File: config.mk
export PLATFORM = sky130hd
export DESIGN_NAME = cla_addsub_pipe
export DESIGN_NICKNAME = d
export VERILOG_FILES = /design/src/rtl/cla_addsub_pipe.sv
export SDC_FILE = /design/constraint.sdc
export NUM_CORES = 1
export LEC_CHECK = 0
export BUFFER_PORTS_ARGS = -buffer_cell sky130_fd_sc_hd__buf_2
export CAP_MARGIN = 20
export CELL_PAD_IN_SITES_DETAIL_PLACEMENT = 1
export CELL_PAD_IN_SITES_GLOBAL_PLACEMENT = 1
export CORE_ASPECT_RATIO = 0.7
export CORE_MARGIN = 5
export CORE_UTILIZATION = 30
export DETAILED_ROUTE_END_ITERATION = 7
export PLACE_DENSITY = 0.68
export SETUP_SLACK_MARGIN = 0.05
export SLEW_MARGIN = 5
export SYNTH_ARGS = -nofsm -noshare
export SYNTH_HDL_FRONTEND = slang
export SYNTH_SLANG_ARGS = --single-unit
File: constraint.sdc
create_clock -name clk -period 2.5 [get_ports clk]
set_clock_uncertainty 0.15 [all_clocks]
set_input_delay 0.25 -clock clk [delete_from_list [all_inputs] [get_ports clk]]
set_output_delay 0.25 -clock clk [all_outputs]
set_load 0.05 [all_outputs]
File: src/rtl/cla_addsub_pipe.sv
// Two-stage pipelined carry-lookahead adder/subtractor.
// Stage 1 adds the low half with lookahead carries and registers the
// high-half operands; stage 2 finishes the high half from the registered
// low-half carry. Both sides use a valid/ready handshake.
module cla_addsub_pipe #(
    parameter int WIDTH = 8
) (
    input  logic             clk,
    input  logic             rst_n,
    input  logic             in_valid,
    output logic             in_ready,
    input  logic [WIDTH-1:0] a,
    input  logic [WIDTH-1:0] b,
    input  logic             sub,
    output logic             out_valid,
    input  logic             out_ready,
    output logic [WIDTH-1:0] result,
    output logic             carry_out,
    output logic             overflow
);

    localparam int H = WIDTH / 2;

    // Flat lookahead: each carry c[i+1] is the OR of g[j] & p[i:j+1]
    // over all j, plus p[i:0] & cin. Nothing ripples through c[i].
    function automatic logic [H:0] cla_carries(input logic [H-1:0] g,
                                               input logic [H-1:0] p,
                                               input logic         cin);
        logic [H:0] c;
        logic       term;
        c    = '0;
        c[0] = cin;
        for (int i = 0; i < H; i++) begin
            term = cin;
            for (int k = 0; k <= i; k++) term = term & p[k];
            c[i+1] = term;
            for (int j = 0; j <= i; j++) begin
                term = g[j];
                for (int k = j + 1; k <= i; k++) term = term & p[k];
                c[i+1] = c[i+1] | term;
            end
        end
        return c;
    endfunction

    // Stage 1 state
    logic             s1_valid_q, s1_valid_d;
    logic [H-1:0]     s1_sum_lo_q;
    logic             s1_c_lo_q;
    logic [H-1:0]     s1_a_hi_q;
    logic [H-1:0]     s1_bx_hi_q;

    // Stage 2 state
    logic             s2_valid_q, s2_valid_d;
    logic [WIDTH-1:0] result_q;
    logic             carry_q;
    logic             overflow_q;

    // Stage 1 combinational datapath
    logic [WIDTH-1:0] bx;
    logic [H-1:0]     g_lo, p_lo, sum_lo;
    logic [H:0]       c_lo_vec;

    // Stage 2 combinational datapath
    logic [H-1:0]     g_hi, p_hi, sum_hi;
    logic [H:0]       c_hi_vec;

    logic s1_load, s2_load;

    // Subtraction is A + ~B + 1: invert B and feed sub in as the carry.
    always_comb begin
        bx       = sub ? ~b : b;
        g_lo     = a[H-1:0] & bx[H-1:0];
        p_lo     = a[H-1:0] ^ bx[H-1:0];
        c_lo_vec = cla_carries(g_lo, p_lo, sub);
        sum_lo   = p_lo ^ c_lo_vec[H-1:0];
    end

    // High half; the MSB is the top bit of the registered high operands,
    // so overflow is carry-into-MSB XOR carry-out-of-MSB.
    always_comb begin
        g_hi     = s1_a_hi_q & s1_bx_hi_q;
        p_hi     = s1_a_hi_q ^ s1_bx_hi_q;
        c_hi_vec = cla_carries(g_hi, p_hi, s1_c_lo_q);
        sum_hi   = p_hi ^ c_hi_vec[H-1:0];
    end

    // Handshake: stage 2 advances when empty or its beat is being taken;
    // stage 1 accepts when empty or draining into stage 2 this cycle.
    always_comb begin
        s2_load  = s1_valid_q && (!s2_valid_q || out_ready);
        in_ready = !s1_valid_q || s2_load;
        s1_load  = in_valid && in_ready;

        s1_valid_d = s1_valid_q;
        if (s1_load)
            s1_valid_d = 1'b1;
        else if (s2_load)
            s1_valid_d = 1'b0;

        s2_valid_d = s2_valid_q;
        if (s2_load)
            s2_valid_d = 1'b1;
        else if (out_ready)
            s2_valid_d = 1'b0;
    end

    // Valid bits for both stages
    always_ff @(posedge clk or negedge rst_n) begin
        if (!rst_n) begin
            s1_valid_q <= 1'b0;
            s2_valid_q <= 1'b0;
        end else begin
            s1_valid_q <= s1_valid_d;
            s2_valid_q <= s2_valid_d;
        end
    end

    // Stage 1 datapath register, loaded only on an accepted input beat
    always_ff @(posedge clk or negedge rst_n) begin
        if (!rst_n) begin
            s1_sum_lo_q <= '0;
            s1_c_lo_q   <= 1'b0;
            s1_a_hi_q   <= '0;
            s1_bx_hi_q  <= '0;
        end else if (s1_load) begin
            s1_sum_lo_q <= sum_lo;
            s1_c_lo_q   <= c_lo_vec[H];
            s1_a_hi_q   <= a[WIDTH-1:H];
            s1_bx_hi_q  <= bx[WIDTH-1:H];
        end
    end

    // Stage 2 datapath register; holds while the consumer stalls
    always_ff @(posedge clk or negedge rst_n) begin
        if (!rst_n) begin
            result_q   <= '0;
            carry_q    <= 1'b0;
            overflow_q <= 1'b0;
        end else if (s2_load) begin
            result_q   <= {sum_hi, s1_sum_lo_q};
            carry_q    <= c_hi_vec[H];
            overflow_q <= c_hi_vec[H] ^ c_hi_vec[H-1];
        end
    end

    assign out_valid = s2_valid_q;
    assign result    = result_q;
    assign carry_out = carry_q;
    assign overflow  = overflow_q;

endmodule

==> results.rst, run 1 <==
.. list-table::
   :header-rows: 1

   * - Metric
     - Value
   * - Run status
     - finished clean
   * - Synthesized-area fraction occupied by ao, oa, aoi and oai cells
     - 0.126
   * - Synth Net Count
     - ~140
   * - Highest attainable clock frequency
     - 523 MHz
   * - Setup Slack @ Placement
     - 0.391 ns
   * - DRC errors left
     - 0
   * - Endpoint of the worst hold path
     - s1_a_hi_q[2]$_DFFE_PN0P_
   * - Worst vdd ir
     - 0.000530 V
   * - Register-to-register setup slack
     - ~0.6 ns
   * - Via count of the first global-routing pass
     - 1061
   * - Gate power share
     - 0.446
   * - P_int
     - 857 uW
   * - Min Tclk post-route
     - ~1.9 ns
   * - Largest net degree at the start of global routing
     - 26
   * - Number of cells upsized or downsized after cts
     - 0
   * - GR Overflow Total
     - 0
   * - Nature of the critical path endpoint
     - flop
   * - Routed wire length
     - approximately 3100 um
   * - Drt via density
     - 4.81
   * - Post-Syn Area
     - 0.00135 mm^2
   * - Sw Ratio
     - 0.423
   * - Delay of the slowest critical-path stage
     - 0.42 ns
   * - Wire length of the first global-routing pass
     - between 5000 and 6000 um
   * - Count of port buffers added during placement
     - 32
   * - Tightest Hold Check Type
     - input pin to flop
   * - Antenna diodes
     - 0
   * - Clock root cell
     - sky130_fd_sc_hd__clkbuf_8
   * - Seq cells post-synth
     - 25
   * - XOR/XNOR Fraction of Synth Area
     - 0.0649
   * - Power after layout
     - 1480 uW
   * - Hold Fails Final Rpt
     - 0
   * - Number of nets in the final layout
     - ~180
   * - TritonCTS clock tree
     - built
   * - First-pass detailed-route iteration total
     - 4
   * - Fin worst setup slack
     - 0.587 ns
   * - Area of the die
     - 0.00596 mm^2
   * - LEAKAGE
     - 0.000765 uW
   * - First DRT Iteration DRCs
     - 15
   * - Data arrival time of the critical path
     - 1.96 ns
   * - Setup tns final
     - 0 ns
   * - Clock transition at path regs
     - 0.08 ns
   * - Storage element area
     - approximately 630 um^2
   * - Reg-to-reg critical path startpoint
     - s1_a_hi_q[0]$_DFFE_PN0P_
   * - Area Overhead vs Synth
     - 19.8%
   * - Count of clock tree sinks
     - 25
   * - YS warnings
     - 0
   * - Width of the die
     - 90.2 um
   * - Net switching power
     - 628 uW
   * - Part of the power in the clock network
     - 0.160
   * - Fraction of layout cells with a size suffix above 1
     - 0.380
   * - Number of buffers between clock root and the deepest sink
     - 2
   * - Cell Pwr Density
     - 918 mW/mm^2
   * - Core box area
     - 0.00435 mm^2
   * - Combinational family with the most area after synthesis
     - multiplexers
   * - Clock buffer count from CTS
     - 3
   * - Standard cell with the maximum stage delay on the critical path
     - sky130_fd_sc_hd__dfrtp_1
   * - Multi-input combinational cell area
     - 701 um^2
   * - Average cell area after synthesis
     - roughly 13 um^2
   * - Placement Rows
     - 20
   * - Number of cell instances on the worst register-to-register path
     - 5
   * - Required time at the endpoint of the critical path
     - 2.55 ns
   * - Initial cell density of the core
     - 0.310
   * - Period utilization
     - 0.765
   * - Antenna Violating Nets Remaining
     - 0
   * - Hold path startpoint
     - a[6]
   * - Count of boundary I/O pins
     - 33
   * - Via count
     - 947
   * - Crit path max fanout
     - 4
   * - H-tree Lvls
     - 1
   * - Number of cells produced by synthesis
     - 107
   * - Worst Tran Pin Value
     - 0.567 ns
   * - Most used cell along the critical path
     - sky130_fd_sc_hd__ha_1
   * - Slew margin rel.
     - 0.622
   * - Post-synthesis share of cell area spent on and, or, nand and nor gates
     - 0.0880
   * - Max cap viols
     - 0
   * - RSZ-0062 raised after global routing
     - no
   * - Post-synthesis adder-cell area fraction
     - 0.108
   * - Count of fill cells added during filler insertion
     - ~500
   * - Routed length per placed instance
     - ~16 um
   * - Flop pwr share
     - 0.394
   * - Slew Limit Fails
     - 0
   * - Cell count of the worst hold path
     - 2
   * - Number of antenna violations at the first check in global routing
     - 0
   * - Distinct cells, synth
     - 35
   * - Worst skew pair latency
     - 0.27 ns
   * - Last weighted congestion value of the routability-driven placer
     - 0.790
   * - Total of endpoints with negative setup slack in the final report
     - 0
   * - Height of the die
     - roughly 66 um
   * - Estimated wirelength of the detail-placed design
     - around 2500 um
   * - Path type of the worst setup path
     - flop to flop
   * - Ordered list of cells on the worst path
     - ha_1, ha_1, o211a_1, or3_1, a31oi_1
   * - Total track usage
     - 0.117
   * - Multiplexer area fraction after synthesis
     - 0.133
   * - Critical R2R Capture
     - overflow$_DFFE_PN0P_
   * - Critical path launch point type
     - flop
   * - Seq/Total Area, Yosys
     - 0.463
-- power groups by stage --
stage               Sequential (uW)  Clock [uW]  Combinational, uW
global route                    601         269                719
global placement                585           0                657
finish                          585         238                662
floorplan                       823           0                265
detailed placement              595           0                670
CTS                             586         252                674
-- worst max-delay path: cells and delay by family, from the launching register on --
family | cells | cell delay (ns)
and+or+nand+nor | 1 | 0.35
AOI/OAI and AO/OA | 2 | 0.42
adders and majority gates | 2 | 0.50
DFF | 1 | 0.42
-- per-stage QoR --
stage,area (um^2),utilization,cells,hold slack (ns)
4_1_cts,1620,0.372,197,0.0467
5_1_grt,1620,0.372,197,0.0506
3_3_place_gp,1560,0.359,192,0.119
2_1_floorplan,1350,-,107,-0.196
3_5_place_dp,1560,0.359,192,0.132
6_report,1620,0.372,197,0.0575
-- cells in the final DEF, fill, tap and decap left out, types with 3 or more instances in the layout --
cell type                  synthesis  final
sky130_fd_sc_hd__o31ai_1           3      3
sky130_fd_sc_hd__o21a_1            4      4
sky130_fd_sc_hd__xor2_1            8      8
sky130_fd_sc_hd__nor3_1            3      3
sky130_fd_sc_hd__nand2_1           3      3
sky130_fd_sc_hd__ha_1             10     10
sky130_fd_sc_hd__dfrtp_1          25     25
sky130_fd_sc_hd__buf_2             1     32
sky130_fd_sc_hd__mux2_2           15     15
sky130_fd_sc_hd__o21ai_0           5      5
sky130_fd_sc_hd__clkbuf_8          0      3
-- Yosys cell counts --
cell type | count | area (um^2)
sky130_fd_sc_hd__xor2_1 | 8 | 70.1
sky130_fd_sc_hd__a21boi_0 | 1 | 7.51
sky130_fd_sc_hd__o31ai_1 | 3 | 22.5
sky130_fd_sc_hd__nor3_1 | 3 | 15.0
sky130_fd_sc_hd__nand2_1 | 3 | 11.3
sky130_fd_sc_hd__buf_2 | 1 | 5.00
sky130_fd_sc_hd__nand2_4 | 1 | 11.3
sky130_fd_sc_hd__dfrtp_1 | 25 | 626
sky130_fd_sc_hd__nand2b_1 | 2 | 12.5
sky130_fd_sc_hd__nand4_1 | 1 | 6.26
sky130_fd_sc_hd__mux2_2 | 15 | 169
sky130_fd_sc_hd__o31a_1 | 1 | 8.76
sky130_fd_sc_hd__a21oi_1 | 2 | 10.0
sky130_fd_sc_hd__buf_6 | 1 | 11.3
sky130_fd_sc_hd__ha_1 | 10 | 125
sky130_fd_sc_hd__o22a_1 | 1 | 8.76
sky130_fd_sc_hd__and3b_1 | 1 | 8.76
sky130_fd_sc_hd__o21ai_0 | 5 | 25.0
sky130_fd_sc_hd__o21a_1 | 4 | 30.0
sky130_fd_sc_hd__o211a_1 | 1 | 10.0
sky130_fd_sc_hd__xnor2_1 | 2 | 17.5
sky130_fd_sc_hd__mux2i_1 | 1 | 10.0
sky130_fd_sc_hd__nand3b_4 | 1 | 20.0
sky130_fd_sc_hd__nor2_1 | 1 | 3.75
sky130_fd_sc_hd__a21bo_2 | 1 | 10.0
sky130_fd_sc_hd__fa_1 | 1 | 20.0
sky130_fd_sc_hd__inv_1 | 2 | 7.51
sky130_fd_sc_hd__a31oi_1 | 1 | 6.26
sky130_fd_sc_hd__nand3_1 | 1 | 5.00
sky130_fd_sc_hd__o211ai_1 | 1 | 7.51
sky130_fd_sc_hd__and2b_1 | 1 | 7.51
sky130_fd_sc_hd__o2bb2ai_1 | 1 | 8.76
sky130_fd_sc_hd__a21o_1 | 2 | 15.0
sky130_fd_sc_hd__or3_1 | 1 | 6.26
sky130_fd_sc_hd__nor2_4 | 1 | 11.3
-- cell type report --
cell class / instances / share of cell area
inverters: 2 / 0.00464
multi-input cells: 78 / 0.433
clock buffers: 4 / 0.0278
well taps: 55 / 0.0425
repair buffers: 33 / 0.105
flip-flops and latches: 25 / 0.387
-- cell families (layout without fill, tap and decap cells) --
group                    Yosys count  after routing
adder cells (fa/ha/maj)           11             11
buffers and inverters              4             39
multiplexers                      16             16
AND/OR/NAND/NOR                   17             17
flip-flops                        25             25
XOR/XNOR                          10             10
AO/OA/AOI/OAI                     24             24
-- how the worst max path moves through the flow --
| stage | from | slack [ns] | endpoint | cells after the start |
|---|---|---|---|---|
| after CTS | s1_a_hi_q[0]$_DFFE_PN0P_ | 0.57 | overflow$_DFFE_PN0P_ | 5 |
| after global routing | s1_a_hi_q[0]$_DFFE_PN0P_ | 0.50 | overflow$_DFFE_PN0P_ | 5 |
| after detailed placement | sub | 0.39 | s1_c_lo_q$_DFFE_PN0P_ | 7 |
| after floorplan | out_valid$_DFFE_PN0P_ | 0.60 | s1_a_hi_q[0]$_DFFE_PN0P_ | 4 |
| after global placement | sub | 0.52 | s1_c_lo_q$_DFFE_PN0P_ | 7 |
| final | s1_a_hi_q[0]$_DFFE_PN0P_ | 0.59 | overflow$_DFFE_PN0P_ | 5 |
-- flip-flops by register name, indices dropped and copies added, names as in the netlist --
name and count:
carry_out 1, s1_valid_q 1, s1_bx_hi_q 4, s1_c_lo_q 1, result 8, out_valid 1, s1_a_hi_q 4, s1_sum_lo_q 4
overflow 1
-- repair_timing --
item / CTS / global route
hold buffers: 1 / 0
setup buffers: 0 / 0
hold endpoints to repair: 25 / 0
-- layer usage --
metal | global-route usage | vias up | part of all wire
met5 | 0 | - | 0
met4 | 0.0558 | 0 | 0.020
met3 | 0.0375 | 6 | 0.077
met2 | 0.186 | 28 | 0.45
met1 | 0.145 | 455 | 0.45
li1 | - | 458 | -
(Power assumes the default switching activity.)
==> inputs of run 2 (changes only) <==
PLACE_DENSITY = 0.7   (was 0.68)
clock period = 1.75 ns   (was 2.5 ns; I/O delays follow)
==> run 2 against run 1 <==
Net effect:
- the flow now finishes with violations (negative setup slack)
- combinational power is 63% higher
- first-iteration DRC count is 40% lower
- core utilization is 3.5 points higher
- maximum frequency is 6.7% higher
- critical endpoint unchanged
- largest power group unchanged
==> results.rst, run 2 (same netlist as run 1, synthesis figures left out) <==
.. list-table::
   :header-rows: 1

   * - Metric
     - Value
   * - Cell Pwr Density
     - 1270 mW/mm^2 (+39%)
   * - First-pass detailed-route iteration total
     - 3 (-1)
   * - First DRT Iteration DRCs
     - 9 (-6)
   * - Estimated wirelength of the detail-placed design
     - 2560 um (+3.1%)
   * - Crit path max fanout
     - 3 (-1)
   * - Height of the die
     - 66.1 um (unchanged)
   * - TritonCTS clock tree
     - built
   * - Register-to-register setup slack
     - -0.04 ns (-0.63 ns)
   * - Area of the die
     - 0.00596 mm^2 (unchanged)
   * - Wire length of the first global-routing pass
     - 5550 um (+4.5%)
   * - Drt via density
     - 4.74 (-1.4%)
   * - Count of clock tree sinks
     - 25 (unchanged)
   * - Count of boundary I/O pins
     - 33 (unchanged)
   * - H-tree Lvls
     - 1 (unchanged)
   * - Via count
     - 995 (+5.1%)
   * - Number of buffers between clock root and the deepest sink
     - 2 (unchanged)
   * - Max cap viols
     - 0 (unchanged)
   * - Violations in the final reports
     - negative setup slack
   * - Most common library cell in the layout ignoring fill and taps
     - sky130_fd_sc_hd__buf_2
   * - Number of buffers and inverters on the critical path
     - 0 (unchanged)
   * - Endpoint of the worst hold path
     - s1_a_hi_q[3]$_DFFE_PN0P_
   * - Reg-to-reg critical path startpoint
     - s1_bx_hi_q[0]$_DFFE_PN0P_
   * - Placement Rows
     - 20 (unchanged)
   * - DRC errors left
     - 0 (unchanged)
   * - Number of nets in the final layout
     - 188 (+7.4%)
   * - Most used cell along the critical path
     - sky130_fd_sc_hd__ha_4
   * - Critical R2R Capture
     - overflow$_DFFE_PN0P_
   * - Storage element area
     - 627 um^2 (+0.20%)
   * - Cell Count, Final, Fillers Out
     - 210 (+6.6%)
   * - Setup tns final
     - -0.0425 ns (-0.0425 ns)
   * - Routed wire length
     - 3270 um (+6.3%)
   * - Via count of the first global-routing pass
     - 1155 (+8.9%)
   * - Number of antenna violations at the first check in global routing
     - 0 (unchanged)
   * - Total of endpoints with negative setup slack in the final report
     - 1 (+1)
   * - Worst Tran Pin Value
     - 0.573 ns (+0.00598 ns)
   * - Core box area
     - 0.00435 mm^2 (unchanged)
   * - Count of fill cells added during filler insertion
     - 500 (+1.0%)
   * - Number of cell instances on the worst register-to-register path
     - 5 (unchanged)
   * - Highest attainable clock frequency
     - 558 MHz (+6.7%)
   * - Multi-input combinational cell area
     - 743 um^2 (+6.1%)
   * - Delay of the slowest critical-path stage
     - 0.42 ns (about the same)
   * - GR Overflow Total
     - 0 (unchanged)
   * - Standard cell with the maximum stage delay on the critical path
     - sky130_fd_sc_hd__dfrtp_1
   * - Count of port buffers added during placement
     - 32 (unchanged)
   * - Nature of the critical path endpoint
     - flop
   * - Ordered list of cells on the worst path
     - ha_4, ha_4, o211a_1, or3_1, a31oi_1
   * - Fraction of layout cells with a size suffix above 1
     - 0.458 (+0.0778)
   * - LEAKAGE
     - 0.000831 uW (+8.6%)
   * - Period utilization
     - 1.02 (+0.259)
   * - Width of the die
     - 90.2 um (unchanged)
   * - Min Tclk post-route
     - 1.79 ns (-0.121 ns)
   * - Antenna diodes
     - 0 (unchanged)
   * - Initial cell density of the core
     - 0.310 (unchanged)
   * - Final hold slack
     - 0.0156 ns (-0.0419 ns)
   * - Hold path startpoint
     - a[7]
   * - Last weighted congestion value of the routability-driven placer
     - 0.763 (-3.4%)
   * - Worst vdd ir
     - 0.000699 V (+32%)
   * - Slew margin rel.
     - 0.618 (-0.00399)
   * - Path type of the worst setup path
     - flop to flop
   * - Fin worst setup slack
     - -0.0425 ns (-0.629 ns)
   * - Clock root cell
     - sky130_fd_sc_hd__clkbuf_8
   * - Run status
     - finished with violations
   * - Largest net degree at the start of global routing
     - 26 (unchanged)
   * - Tightest Hold Check Type
     - input pin to flop
   * - Cell count of the worst hold path
     - 2 (unchanged)
   * - Routed length per placed instance
     - 15.6 um (-0.24%)
   * - Clock transition at path regs
     - 0.09 ns (about the same)
   * - Slew Limit Fails
     - 0 (unchanged)
   * - Area Overhead vs Synth
     - 31.1%
   * - Antenna Violating Nets Remaining
     - 0 (unchanged)
   * - Top library cells by usage in the layout, fill and taps aside
     - sky130_fd_sc_hd__buf_2, sky130_fd_sc_hd__dfrtp_1, sky130_fd_sc_hd__mux2_2, sky130_fd_sc_hd__buf_4, sky130_fd_sc_hd__xor2_1
   * - Family of cells with the greatest summed delay on the critical path
     - adder cells
   * - RSZ-0062 raised after global routing
     - yes
   * - Flip-flop count of the largest register after layout
     - 8 (unchanged)
   * - Depth of the critical timing path with buffers and inverters included
     - 5 (unchanged)
   * - Data arrival time of the critical path
     - 1.83 ns (-0.13 ns)
   * - Clock buffer count from CTS
     - 3 (unchanged)
   * - Required time at the endpoint of the critical path
     - 1.79 ns (-0.76 ns)
   * - Total track usage
     - 0.120 (+0.00255)
   * - DP Cell Count
     - 199 (+3.6%)
   * - Hold Fails Final Rpt
     - 0 (unchanged)
   * - Critical path launch point type
     - flop
   * - Worst skew pair latency
     - 0.27 ns (about the same)
==> run 2: changes by cell type in the layout (fill, tap and decap cells not counted), sizes merged <==
cell         delta
buf            +10
dlygate4sd3     +3
==> run 2: stage by stage <==
step            util  setup WS [ns]  power [uW]  instance area [um^2]
3_5_place_dp   0.372        -0.0741        1850                  1620
3_3_place_gp   0.372       -0.00371        1800                  1620
4_1_cts        0.396        -0.0664        2240                  1720
5_1_grt        0.407        -0.0991        2400                  1770
2_1_floorplan      -       -0.00824        1560                  1360
6_report       0.407        -0.0425        2260                  1770
==> run 2: final cells by class <==
type / count / area share
inverter: 2 / 0.00424
tap: 55 / 0.0389
sequential: 25 / 0.354
clock buffer: 4 / 0.0254
multi-input combinational: 78 / 0.420
timing repair buffer: 46 / 0.158
==> run 2: worst max-delay path by stage <==
stage	startpoint	slack (ns)	endpoint
after CTS	s1_bx_hi_q[0]$_DFFE_PN0P_	-0.07	overflow$_DFFE_PN0P_
final	s1_bx_hi_q[0]$_DFFE_PN0P_	-0.04	overflow$_DFFE_PN0P_
after global routing	s1_bx_hi_q[0]$_DFFE_PN0P_	-0.1	overflow$_DFFE_PN0P_
after detailed placement	s1_bx_hi_q[0]$_DFFE_PN0P_	-0.07	overflow$_DFFE_PN0P_
after floorplan	s1_bx_hi_q[0]$_DFFE_PN0P_	-0.008	overflow$_DFFE_PN0P_
after global placement	s1_bx_hi_q[0]$_DFFE_PN0P_	-0.004	overflow$_DFFE_PN0P_
==> run 2: layer usage <==
metal,part of all wire,wire (um),up-vias,global-route usage
li1,-,-,488,-
met1,0.45,1470,485,0.138
met2,0.50,1630,22,0.218
met3,0.052,170,0,0.0375
met4,0,0,0,0.0279
met5,0,0,-,0
==> run 2: where the power goes <==
part	switching (uW)	total (uW)	internal (uW)
Clock	180	343	163
Combinational	673	1080	406
Sequential	96.4	835	739
==> run 2: repair_timing <==
action	4_1_cts	5_1_grt
cloned	0	0
resized for setup	1	6
pin swaps	3	4
endpoints found under the hold margin	27	1
endpoints found under the setup margin	3	5
hold buffers	3	1
buffers inserted	3	0
==> inputs of run 3 (changes only) <==
PLACE_DENSITY = 0.68   (was 0.7)
SKIP_LAST_GASP = 1   (was unset)
clock period = 1.79 ns   (was 1.75 ns; I/O delays follow)
==> run 3 against run 2 <==
Net effect:
- core utilization shrank 1.6 points
- setup slack gained 0.040 ns
- largest power group unchanged
- cell count shrank 2.4%
- sequential power shrank 3.2%
- final area shrank 3.8%
- maximum frequency is essentially flat
- hold slack gained 0.040 ns
- register-to-register slack gained 0.04 ns
- total power shrank 6.4%
- via count shrank 0.70%
- critical path type unchanged
- the run still ends with negative setup slack left
- first-iteration DRC count grew 89%
- sequential share of layout area grew 1.4 points
==> results.rst, run 3 (same netlist as run 1, synthesis figures left out) <==
.. list-table::
   :header-rows: 1

   * - Metric
     - Value
   * - Run status
     - finished with violations
   * - Violations in the final reports
     - negative setup slack
   * - Total track usage
     - 0.115 (-0.00446)
   * - Fraction of layout cells with a size suffix above 1
     - 0.420 (-0.0381)
   * - Period utilization
     - 1.00 (-0.0227)
   * - Placement Rows
     - 20 (unchanged)
   * - Highest attainable clock frequency
     - 558 MHz (about the same)
   * - First-pass detailed-route iteration total
     - 4 (+1)
   * - Total non-filler cell area in the finished layout
     - 0.00170 mm^2 (-3.8%)
   * - Min Tclk post-route
     - 1.79 ns (+0.000278 ns)
   * - Routed length per placed instance
     - 14.9 um (-4.3%)
   * - Number of antenna violations at the first check in global routing
     - 0 (unchanged)
   * - Slew margin rel.
     - 0.623 (+0.00428)
   * - Clock root cell
     - sky130_fd_sc_hd__clkbuf_8
   * - Worst vdd ir
     - 0.000601 V (-14%)
   * - Power after layout
     - 2110 uW (-6.4%)
   * - Data arrival time of the critical path
     - 1.84 ns (about the same)
   * - Hold path startpoint
     - in_valid
   * - Last weighted congestion value of the routability-driven placer
     - 0.757 (-0.83%)
   * - First DRT Iteration DRCs
     - 17 (+8)
   * - Net switching power
     - 894 uW (-5.8%)
   * - Routed wire length
     - 3050 um (-6.6%)
   * - Worst skew pair latency
     - 0.27 ns (about the same)
   * - Cell Pwr Density
     - 1240 mW/mm^2 (-2.7%)
   * - Count of clock tree sinks
     - 25 (unchanged)
   * - Placed cell areas
     - 0.00160 mm^2 (-1.4%)
   * - Slew Limit Fails
     - 0 (unchanged)
   * - GR Overflow Total
     - 0 (unchanged)
   * - Core box area
     - 0.00435 mm^2 (unchanged)
   * - Clock buffer count from CTS
     - 3 (unchanged)
   * - Flop pwr share
     - 0.382 (+0.012)
   * - Via count of the first global-routing pass
     - 1108 (-4.1%)
   * - Count of port buffers added during placement
     - 32 (unchanged)
   * - Number of buffers between clock root and the deepest sink
     - 2 (unchanged)
   * - Clock transition at path regs
     - 0.09 ns (about the same)
   * - Initial cell density of the core
     - 0.310 (unchanged)
   * - Largest net degree at the start of global routing
     - 26 (unchanged)
   * - DP Cell Count
     - 196 (-1.5%)
   * - Hold Fails Final Rpt
     - 0 (unchanged)
   * - Worst Tran Pin Value
     - 0.566 ns (-0.00643 ns)
   * - Estimated wirelength of the detail-placed design
     - 2480 um (-3.4%)
   * - Area of the die
     - 0.00596 mm^2 (unchanged)
   * - Width of the die
     - 90.2 um (unchanged)
   * - DRC errors left
     - 0 (unchanged)
   * - Fin worst setup slack
     - -0.00274 ns (+0.0397 ns)
   * - Max cap viols
     - 0 (unchanged)
   * - Via count
     - 988 (-0.70%)
   * - LEAKAGE
     - 0.000798 uW (-3.9%)
   * - RSZ-0062 raised after global routing
     - yes
   * - Count of fill cells added during filler insertion
     - 500 (unchanged)
   * - Drt via density
     - 4.82 (+1.7%)
   * - Tightest Hold Check Type
     - input pin to flop
   * - Reg-to-reg critical path startpoint
     - s1_bx_hi_q[0]$_DFFE_PN0P_
   * - Critical path launch point type
     - flop
   * - Antenna Violating Nets Remaining
     - 0 (unchanged)
   * - Wire length of the first global-routing pass
     - 5400 um (-2.7%)
   * - Count of boundary I/O pins
     - 33 (unchanged)
   * - Required time at the endpoint of the critical path
     - 1.84 ns (+0.05 ns)
   * - Most common library cell in the layout ignoring fill and taps
     - sky130_fd_sc_hd__buf_2
   * - Antenna diodes
     - 0 (unchanged)
   * - Path type of the worst setup path
     - flop to flop
   * - Top library cells by usage in the layout, fill and taps aside
     - sky130_fd_sc_hd__buf_2, sky130_fd_sc_hd__dfrtp_1, sky130_fd_sc_hd__mux2_2, sky130_fd_sc_hd__xor2_1, sky130_fd_sc_hd__ha_1
   * - Part of the power in the clock network
     - 0.160 (+0.008)
   * - TritonCTS clock tree
     - built
   * - Crit path max fanout
     - 4 (+1)
   * - Sw Ratio
     - 0.423 (+0.00278)
   * - Flip-flop count of the largest register after layout
     - 8 (unchanged)
   * - H-tree Lvls
     - 1 (unchanged)
   * - Register-to-register setup slack
     - -0.003 ns (+0.04 ns)
   * - Gate power share
     - 0.458 (-0.020)
   * - P_int
     - 1220 uW (-6.8%)
   * - CP startpoint
     - s1_bx_hi_q[0]$_DFFE_PN0P_
   * - Final hold slack
     - 0.0560 ns (+0.0404 ns)
   * - Height of the die
     - 66.1 um (unchanged)
   * - Number of nets in the final layout
     - 183 (-2.7%)
   * - Nature of the critical path endpoint
     - flop
   * - Total of endpoints with negative setup slack in the final report
     - 1 (unchanged)
   * - Cell Count, Final, Fillers Out
     - 205 (-2.4%)
   * - Area Overhead vs Synth
     - 26.1%
## run 3: area by class of cell
type | instances | area, um^2 | share of cell area
flip-flops and latches | 25 | 627 | 0.368
repair buffers | 41 | 240 | 0.141
well taps | 55 | 68.8 | 0.0404
multi-input cells | 78 | 711 | 0.417
clock inverters | 1 | 7.51 | 0.00441
clock buffers | 3 | 41.3 | 0.0242
inverters | 2 | 7.51 | 0.00441
## run 3: layer usage
metal	track usage	part of all wire
met1	0.155	0.48
met2	0.178	0.45
met3	0.0364	0.059
met4	0.0335	0.012
met5	0	0
## run 3: critical path, cell delays in order (launching register included)
cell	delay, ns
sky130_fd_sc_hd__dfrtp_1	0.39
sky130_fd_sc_hd__ha_1	0.30
sky130_fd_sc_hd__ha_2	0.18
sky130_fd_sc_hd__o211a_1	0.24
sky130_fd_sc_hd__or3_1	0.35
sky130_fd_sc_hd__a31oi_1	0.13
## run 3: final timing paths
| check | end | depth (start not counted) |
|---|---|---|
| setup reg to reg | overflow$_DFFE_PN0P_ | 5 |
| min in group asynchronous | result[2]$_DFFE_PN0P_ | 2 |
| hold / removal | s1_valid_q$_DFFE_PN0P_ | 2 |
| hold reg to reg | s1_sum_lo_q[2]$_DFFE_PN0P_ | 1 |
| max in group asynchronous | out_valid$_DFFE_PN0P_ | 2 |
| setup / recovery | overflow$_DFFE_PN0P_ | 5 |
## run 3: what timing repair did
action / CTS / global route
pin swaps: 2 / 1
hold endpoints to repair: 28 / 1
hold buffers: 4 / 1
endpoints found under the setup margin: 3 / 4
buffers inserted: 0 / 0
resized for setup: 0 / 1
## run 3: per-stage QoR
stage / TNS (ns) / utilization / worst slack (ns)
2_1_floorplan: 0 / - / 0.0318
3_3_place_gp: 0 / 0.367 / 0.0363
3_5_place_dp: -0.0166 / 0.367 / -0.0166
4_1_cts: -0.0208 / 0.388 / -0.0134
5_1_grt: -0.138 / 0.391 / -0.0956
6_report: -0.00274 / 0.391 / -0.00274
## run 3: power by group through the flow
stage / clock network [uW] / registers [uW] / logic, uW
after floorplan: 0 / 1150 / 374
after global placement: 0 / 812 / 944
after detailed placement: 0 / 824 / 966
after CTS: 350 / 812 / 975
after global routing: 377 / 835 / 1050
final: 338 / 808 / 967
